==> src/rtl/seven_seg_scanner.sv <==
// seven_seg_scanner: time-multiplexes the two digit patterns from timer_counter
// onto one shared segment bus. Both digits are snapshotted once per frame, each
// digit slot is preceded by a dark gap against ghosting, and an optional
// leading-zero tens digit is kept dark.
module seven_seg_scanner #(
  parameter int         REFRESH_DIV     = 50000,
  parameter int         BLANK_CYCLES    = 500,
  parameter bit         SEG_ACTIVE_LOW  = 1'b1,
  parameter bit         AN_ACTIVE_LOW   = 1'b1,
  parameter bit         BLANK_TENS_ZERO = 1'b1,
  parameter logic [6:0] ZERO_PATTERN    = 7'b1000000
) (
  input  logic       clk,
  input  logic       reset,
  input  logic       enable,
  input  logic [6:0] digit_units,
  input  logic [6:0] digit_tens,
  output logic [6:0] seg,
  output logic [1:0] an,
  output logic       frame_done
);

  localparam int MAX_COUNT = (REFRESH_DIV > BLANK_CYCLES) ? REFRESH_DIV : BLANK_CYCLES;
  localparam int CW        = $clog2(MAX_COUNT + 1);

  localparam logic [CW-1:0] REFRESH_LOAD = CW'(REFRESH_DIV);
  localparam logic [CW-1:0] BLANK_LOAD   = CW'(BLANK_CYCLES);
  localparam logic [CW-1:0] ONE          = CW'(1);

  localparam logic [6:0] SEG_DARK = SEG_ACTIVE_LOW ? 7'h7F : 7'h00;
  localparam logic [1:0] AN_OFF   = AN_ACTIVE_LOW ? 2'b11 : 2'b00;
  localparam logic [1:0] AN_UNITS = AN_OFF ^ 2'b01;
  localparam logic [1:0] AN_TENS  = AN_OFF ^ 2'b10;

  typedef enum logic [2:0] {
    IDLE,
    LATCH,
    BLANK_U,
    SHOW_U,
    BLANK_T,
    SHOW_T
  } state_t;

  state_t        state;
  state_t        next_state;
  logic [CW-1:0] count;
  logic [CW-1:0] next_count;
  logic [6:0]    u_q;
  logic [6:0]    t_q;
  logic [6:0]    u_next;
  logic [6:0]    t_next;
  logic [6:0]    seg_next;
  logic [1:0]    an_next;
  logic          frame_done_next;
  logic          last_cycle;

  assign last_cycle = (count == ONE);

  // The snapshot taken at the end of LATCH must already be visible when the
  // registered outputs are computed for the following state.
  assign u_next = (state == LATCH) ? digit_units : u_q;
  assign t_next = (state == LATCH) ? digit_tens  : t_q;

  // State and slot counter register.
  always_ff @(posedge clk or posedge reset) begin
    if (reset) begin
      state <= IDLE;
      count <= '0;
    end else begin
      state <= next_state;
      count <= next_count;
    end
  end

  // Digit snapshot registers, only ever updated by the LATCH cycle.
  always_ff @(posedge clk or posedge reset) begin
    if (reset) begin
      u_q <= 7'h7F;
      t_q <= 7'h7F;
    end else begin
      u_q <= u_next;
      t_q <= t_next;
    end
  end

  // Next-state and counter: each state is timed by a down-counter loaded on entry.
  always_comb begin
    next_state = state;
    next_count = count;
    if (!enable) begin
      next_state = IDLE;
    end else begin
      case (state)
        IDLE:    next_state = LATCH;
        LATCH:   next_state = (BLANK_CYCLES == 0) ? SHOW_U : BLANK_U;
        BLANK_U: if (last_cycle) next_state = SHOW_U;
        SHOW_U:  if (last_cycle) next_state = (BLANK_CYCLES == 0) ? SHOW_T : BLANK_T;
        BLANK_T: if (last_cycle) next_state = SHOW_T;
        SHOW_T:  if (last_cycle) next_state = LATCH;
        default: next_state = IDLE;
      endcase
    end
    if (next_state != state) begin
      case (next_state)
        LATCH:            next_count = ONE;
        BLANK_U, BLANK_T: next_count = BLANK_LOAD;
        SHOW_U, SHOW_T:   next_count = REFRESH_LOAD;
        default:          next_count = '0;
      endcase
    end else if (count != '0) begin
      next_count = count - ONE;
    end
  end

  // Output decode from the upcoming state so registered outputs line up with it.
  always_comb begin
    seg_next        = SEG_DARK;
    an_next         = AN_OFF;
    frame_done_next = 1'b0;
    case (next_state)
      SHOW_U: begin
        seg_next = SEG_ACTIVE_LOW ? u_next : ~u_next;
        an_next  = AN_UNITS;
      end
      SHOW_T: begin
        if (!(BLANK_TENS_ZERO && (t_next == ZERO_PATTERN))) begin
          seg_next = SEG_ACTIVE_LOW ? t_next : ~t_next;
          an_next  = AN_TENS;
        end
        frame_done_next = (next_count == ONE);
      end
      default: begin
        seg_next = SEG_DARK;
        an_next  = AN_OFF;
      end
    endcase
  end

  // Registered outputs; reset darkens the display immediately.
  always_ff @(posedge clk or posedge reset) begin
    if (reset) begin
      seg        <= SEG_DARK;
      an         <= AN_OFF;
      frame_done <= 1'b0;
    end else begin
      seg        <= seg_next;
      an         <= an_next;
      frame_done <= frame_done_next;
    end
  end

endmodule
==> config.mk <==
export PLATFORM = sky130hd
export DESIGN_NAME = seven_seg_scanner
export DESIGN_NICKNAME = d
export VERILOG_FILES = /design/src/rtl/seven_seg_scanner.sv
export SDC_FILE = /design/constraint.sdc
export NUM_CORES = 1
export LEC_CHECK = 0
export ABC_AREA = 1
export CAP_MARGIN = 20
export CORE_UTILIZATION = 50
export CTS_CLUSTER_SIZE = 20
export DETAILED_ROUTE_END_ITERATION = 10
export MAX_ROUTING_LAYER = met4
export PLACE_DENSITY = 0.82
export REMOVE_ABC_BUFFERS = 1
export SYNTH_ARGS = -nofsm -noshare
export SYNTH_HDL_FRONTEND = slang
export SYNTH_SLANG_ARGS = --single-unit
==> constraint.sdc <==
create_clock -name clk -period 1.9 [get_ports clk]
set_clock_uncertainty 0.05 [all_clocks]
set_input_delay 0.38 -clock clk [delete_from_list [all_inputs] [get_ports clk]]
set_output_delay 0.38 -clock clk [all_outputs]
set_load 0.01 [all_outputs]
==> results of run 1 <==
## registers in the layout, summed over array words and instances, names as in the netlist
signal and flops:
seg 7, count 16, u_q 7, frame_done 1, t_q 7, an 2, state 3
## power groups by stage
stage | combinational (mW) | clock [mW] | sequential, mW
after floorplan | 2.13 | 0 | 1.57
after global placement | 3.69 | 0 | 1.54
after detailed placement | 3.80 | 0 | 1.56
after CTS | 3.96 | 0.725 | 1.55
after global routing | 4.99 | 0.752 | 1.61
final | 4.65 | 0.712 | 1.58
## cells in the final DEF, fill, tap and decap left out, types with 3 or more instances in the layout
cell             Yosys  layout
a21oi_2              0       4
buf_4                1      70
buf_6                1       9
clkbuf_8             0       5
clkdlybuf4s50_1      0      26
dfrtp_1             20      20
dfstp_2             23      23
inv_1               39      36
inv_2                5       7
mux2_2               7       7
nand2_1             49      40
nand2_2             10      15
nand2_4              2       6
nand3_1             15      11
nand3_2              1       5
nand3b_1             3       3
nor2_1              35      26
nor2_2               4      10
nor2_4               4       7
o211ai_1             6       6
o21ai_0             10       7
o21ai_1              8       9
o21ai_2              5       7
xor2_1               7       6
## cell families after synthesis
| family | after synthesis | synth area share [%] |
|---|---|---|
| adder cells (fa/ha/maj) | 3 | 1.516 |
| AO/OA/AOI/OAI | 39 | 10.01 |
| XOR/XNOR | 8 | 2.830 |
| AND/OR/NAND/NOR | 136 | 28.65 |
| flip-flops | 43 | 44.62 |
| buffers and inverters | 49 | 7.983 |
| multiplexers | 10 | 4.396 |
## cell type report
cell class	count	area [um^2]	area share, %
repair buffers	106	907.1	24.06
flip-flops and latches	43	1105	29.31
clock inverters	3	43.79	1.162
inverters	46	180.2	4.779
well taps	67	83.83	2.224
multi-input cells	196	1381	36.64
clock buffers	5	68.82	1.825
## tightest hold or removal path: cells and delay by family
family	cells	cell delay, ps
buffers and inverters	3	700
## how the worst max path moves through the flow
| stage | to | slack [ps] | cells past startpoint |
|---|---|---|---|
| floorplan | frame_done$_DFF_PP0_ | -160 | 13 |
| global route | frame_done$_DFF_PP0_ | -440 | 15 |
| detailed placement | frame_done$_DFF_PP0_ | -270 | 13 |
| global placement | frame_done$_DFF_PP0_ | -210 | 13 |
| CTS | frame_done$_DFF_PP0_ | -120 | 16 |
| finish | frame_done$_DFF_PP0_ | -310 | 15 |
## per-layer routing
layer	up-vias	track usage (%)	share of wire [%]
met5	-	-	0
met2	74	51.40	56
li1	1137	-	-
met1	1155	31.98	38
met3	16	3.472	3.5
met4	0	5.447	2.2
## stage by stage
step           cell area [um^2]  total power, mW  cells  TNS (ps)
3_5_place_dp               3349            5.353    450     -3516
2_1_floorplan              2452            3.699    285    -586.5
6_report                   3770            6.939    466     -1323
3_3_place_gp               3349            5.233    450     -2220
5_1_grt                    3770            7.351    466     -3786
4_1_cts                    3523            6.236    458    -448.1
## what timing repair did
item	CTS	global route
gates cloned	0	0
setup buffers	0	8
resized for setup	20	47
pin swaps	12	23
hold buffers	0	0
setup endpoints to repair	20	26
==> results by group, run 1 <==
Worst setup path
  • Reg2reg setup slack: -310 ps
  • Launching point of the worst reg2reg path: count[1]$_DFF_PP0_
  • Crit. End Element: register
  • Reg2Reg Depth: 15
  • Reg2Reg Capture Point: frame_done$_DFF_PP0_
  • Critical path's top delay family: simple AND/OR/NAND/NOR gates
  • Slowest stage delay, CP: 360 ps
  • Crit path kind: register to register
  • CP startpoint kind: register
  • Crit path launch: count[1]$_DFF_PP0_
  • Worst-path cell chain: inv_2, buf_6, ha_4, nand2_2, nor2_2, nand2_2, nand2_2, buf_4, nor3_2, nand2_1, a22oi_2, o21ai_2, nor2_1, nand2_1, nor2_1
  • Bufs and invs on worst path: 3
  • Max FO, Critical Path: 6
  • Critical path's most frequent cell: nand2_2
  • Critical path required time: 2090 ps
  • Slowest CP cell: dfrtp_1
  • Critical path arrival: 2400 ps

Detailed routing
  • Routed WL: 7259 um
  • Routed Antenna Nets: 0
  • Router iterations before antenna repair: 4
  • Vias per cell: 5.112
  • DR WL/cell: 15.58 um
  • Drt drc: 0
  • Via Count: 2382
  • Initial DRC count: 92

Power
  • Clock share of power: 10.3%
  • Sequential power share: 22.8%
  • Pleak: 1.795 nW
  • Comb power frac: 67.0%
  • Sw power: 3.060 mW
  • Cell-internal power: 3.879 mW
  • Switch share: 44.09%
  • Worst VDD drop: 1.292 mV
  • Power per cell area: 1841 nW/um^2

Floorplanning
  • Die area: 5237 um^2
  • Die Y-Extent: 72.37 um
  • Row count: 25
  • Die Span X: 72.37 um
  • Core footprint: 4755 um^2
  • Ports: 27
  • Initial Util: 52.08%

CTS
  • CTS Root Cell: clkbuf_8
  • Register clock-pin slew on the reported worst setup and hold paths: 80 ps
  • Clk sink count: 43
  • Clock Latency Late Sink: 300 ps
  • TritonCTS buffer count: 5
  • CTS tree: yes
  • H-tree depth: 2
  • Clk buf depth: 2

STA
  • RSZ-0062 raised after global routing: yes
  • # setup viols final: 17
  • Max Clock Freq: 0.4529 GHz
  • Post-route setup slack: -308.1 ps
  • Max-slew violation count: 0
  • Tcrit/Tclk final: 116.2%
  • Slew headroom: 78.06%
  • Min Tclk post-route: 2208 ps
  • Final Hold Fails: 0
  • Worst slew pin tran: 320.0 ps
  • Fin Hold WS: 354.8 ps

Logic synthesis
  • Post-Synthesis Cells: 288
  • Ys async rst share: 100.0%
  • Cell with the most instances after synthesis: nand2_1
  • Area leader, netlist: dfstp_2
  • Synth Cell Area: 2476 um^2
  • Commonest cells in the netlist: nand2_1 (49), inv_1 (39), nor2_1 (35)
  • Number of synthesized flops with an enable pin: 0
  • Synth top area cells: dfstp_2 (24%), dfrtp_1 (20%), nand2_1 (7.4%), inv_1 (5.9%), nor2_1 (5.3%)
  • Flops & latches, synth: 43
  • Area share of the largest cell type after synthesis: 24.41%
  • Post-synth cell types: 40
  • Synth Flop Type: dfstp_2
  • Syn. warnings: 0
  • Post-Syn Area per Cell: 8.598 um^2
  • Sequential fraction of the synthesis area: 44.62%

Global route
  • All-Layer GR Usage: 27.67%
  • Initial antenna violation count: 0
  • Total grt overflow: 0
  • Largest net degree at the start of global routing: 27
  • Number of global-route vias before repair: 2356
  • First-pass GRT wire length: 10670 um

Place
  • Routability congestion estimate from global placement: 0.9398
  • PortBufs: 26
  • DP Worst Slack: -273.3 ps
  • HPWL after DPL: 4719 um

Final layout
  • # fillers: 301
  • Area Overhead vs Synth: 52.25%
  • Fin util: 79.29%
  • Antenna diodes: 0
  • Final #Nets: 418
  • Layout cells sized above 1: 49.62%

Run
  • Max-Cap Viols: 0

Status
  • Failing checks: setup timing
  • Outcome: finished, violations left

Worst hold path
  • Worst hold path class: input pin to asynchronous set/reset pin
(Power assumes the default switching activity.)
==> run 2, diff against run 1 <==
--- a/config.mk
+++ b/config.mk
@@ -7,12 +7,14 @@
 export LEC_CHECK = 0
 export ABC_AREA = 1
 export CAP_MARGIN = 20
+export CORE_MARGIN = 2
 export CORE_UTILIZATION = 50
 export CTS_CLUSTER_SIZE = 20
 export DETAILED_ROUTE_END_ITERATION = 10
 export MAX_ROUTING_LAYER = met4
 export PLACE_DENSITY = 0.82
 export REMOVE_ABC_BUFFERS = 1
+export SETUP_SLACK_MARGIN = 0.2
 export SYNTH_ARGS = -nofsm -noshare
 export SYNTH_HDL_FRONTEND = slang
 export SYNTH_SLANG_ARGS = --single-unit
==> results by group, run 2 (synthesis results as in run 1) <==
CTS
  • TritonCTS buffer count: 5
  • Clk sink count: 43
  • Clk buf depth: 2
  • H-tree depth: 2
  • Register clock-pin slew on the reported worst setup and hold paths: 90 ps
  • Clock Latency Late Sink: 310 ps
  • CTS tree: yes
  • CTS Root Cell: clkbuf_8
  • Cts hold-fix bufs: 0

Detailed routing
  • Router iterations before antenna repair: 4
  • Routed WL: 8001 um
  • Vias per cell: 5.114
  • Via Count: 2424
  • Routed Antenna Nets: 0
  • Initial DRC count: 166
  • DR WL/cell: 16.88 um
  • Drt drc: 0

Floorplanning
  • Die area: 5531 um^2
  • Die Y-Extent: 74.37 um
  • Row count: 25
  • Ports: 27
  • Initial Util: 52.08%
  • Die Span X: 74.37 um
  • Core footprint: 4755 um^2

STA
  • Max-slew violation count: 0
  • # setup viols final: 23
  • Final Hold Fails: 0
  • Post-route setup slack: -252.5 ps
  • RSZ-0062 raised after global routing: yes
  • Tcrit/Tclk final: 113.3%
  • Min Tclk post-route: 2152 ps
  • Slew headroom: 71.86%
  • Worst slew pin tran: 418.6 ps
  • Max Clock Freq: 0.4646 GHz

Power
  • Overall Power: 7.094 mW
  • Pleak: 1.807 nW
  • Worst VDD drop: 1.189 mV
  • Sw power: 3.180 mW
  • Cell-internal power: 3.915 mW
  • Sequential power share: 22.4%
  • Power per cell area: 1855 nW/um^2
  • Switch share: 44.82%
  • Clock share of power: 8.2%
  • Comb power frac: 69.4%

Worst setup path
  • Crit path kind: register to register
  • CP startpoint kind: register
  • Crit. End Element: register
  • Critical path required time: 2100 ps
  • Critical path arrival: 2350 ps
  • Max FO, Critical Path: 4

Place
  • PortBufs: 26
  • HPWL after DPL: 4867 um
  • Placed cell area: 3339 um^2
  • Routability congestion estimate from global placement: 0.9443

Global route
  • GR Layer Usage met2: 53.20%
  • Met3 global-route usage: 5.556%
  • Number of global-route vias before repair: 2528
  • Initial antenna violation count: 0
  • Gr busiest metal: met2
  • Total grt overflow: 0
  • First-pass GRT wire length: 11860 um
  • Largest net degree at the start of global routing: 44
  • Met1 GRT Util: 32.92%
  • All-Layer GR Usage: 30.37%

Final layout
  • Post-route cell area: 3824 um^2
  • Final #Nets: 426
  • # fillers: 276
  • Top reg by flops: count
  • Antenna diodes: 0
  • Area Overhead vs Synth: 54.42%
  • Commonest non-fill, non-tap cell in the layout: buf_4
  • Layout cells sized above 1: 49.63%
  • Commonest non-fill, non-tap cells in the layout: buf_4 (77), nand2_1 (43), inv_1 (33)
  • Max reg flops: 16

Status
  • Failing checks: setup timing
  • Outcome: finished, violations left

Run
  • Max-Cap Viols: 0

Worst hold path
  • Worst hold path class: input pin to asynchronous set/reset pin
[run 2: what timing repair did]
action,CTS,global route
resized for setup,49,29
gates cloned,1,0
pin swaps,11,17
setup buffers,7,11
endpoints found under the setup margin,36,28
[run 2: worst max-delay path, cell delays in order, from the launching register on]
cell,delay [ps]
dfrtp_1,400
inv_2,90
ha_1,160
nand2_2,70
nor2_4,140
nand3_2,120
buf_6,140
nand2_4,60
nand3_4,90
nand2_4,90
nor2_8,60
buf_6,130
o211ai_1,90
nand3_1,120
nor2_1,130
nand2_1,60
nor2_1,100
[run 2: area by class of cell]
| class | instances | area (um^2) | share of cell area, % |
|---|---|---|---|
| multi-input combinational | 196 | 1384 | 36.19 |
| sequential | 43 | 1105 | 28.89 |
| timing repair buffer | 114 | 984.7 | 25.75 |
| inverter | 46 | 182.7 | 4.777 |
| tap | 67 | 83.83 | 2.192 |
| clock buffer | 6 | 72.57 | 1.898 |
| clock inverter | 2 | 11.26 | 0.2945 |
[run 2: per-layer routing]
layer | wire length [um] | up-vias
met3 | 322 | 37
met5 | 0 | -
li1 | - | 1146
met1 | 3034 | 1145
met4 | 405 | 0
met2 | 4238 | 96
[run 2: path summary, 6_finish.rpt]
path	from	cells past startpoint	slack, ps	to
min in group clk	u_q[5]$_DFF_PP1_	1	580	u_q[5]$_DFF_PP1_
worst max-delay path	count[1]$_DFF_PP0_	16	-250	frame_done$_DFF_PP0_
worst min-delay path	reset	3	360	count[10]$_DFF_PP0_
worst min register to register	u_q[5]$_DFF_PP1_	1	580	u_q[5]$_DFF_PP1_
worst max register to register	count[1]$_DFF_PP0_	16	-250	frame_done$_DFF_PP0_
max in group asynchronous	reset	3	1150	t_q[4]$_DFF_PP1_
[run 2: per-stage QoR]
stage | setup WS, ps | hold slack (ps) | instances | setup TNS (ps) | util, %
5_1_grt | -415.0 | 394.9 | 474 | -3880 | 80.42
3_3_place_gp | -209.0 | 500.7 | 447 | -2401 | 70.24
2_1_floorplan | -162.8 | 467.2 | 285 | -586.5 | -
3_5_place_dp | -257.6 | 495.7 | 447 | -3434 | 70.24
4_1_cts | -99.66 | 378.6 | 463 | -195.9 | 76.29
6_report | -252.5 | 363.4 | 474 | -1673 | 80.42
[run 2: power by group through the flow]
| stage | logic (mW) | clock network, mW | registers, mW |
|---|---|---|---|
| floorplan | 2.13 | 0 | 1.57 |
| global placement | 3.71 | 0 | 1.54 |
| detailed placement | 3.81 | 0 | 1.56 |
| CTS | 4.28 | 0.580 | 1.56 |
| global route | 5.27 | 0.614 | 1.61 |
| finish | 4.92 | 0.584 | 1.59 |
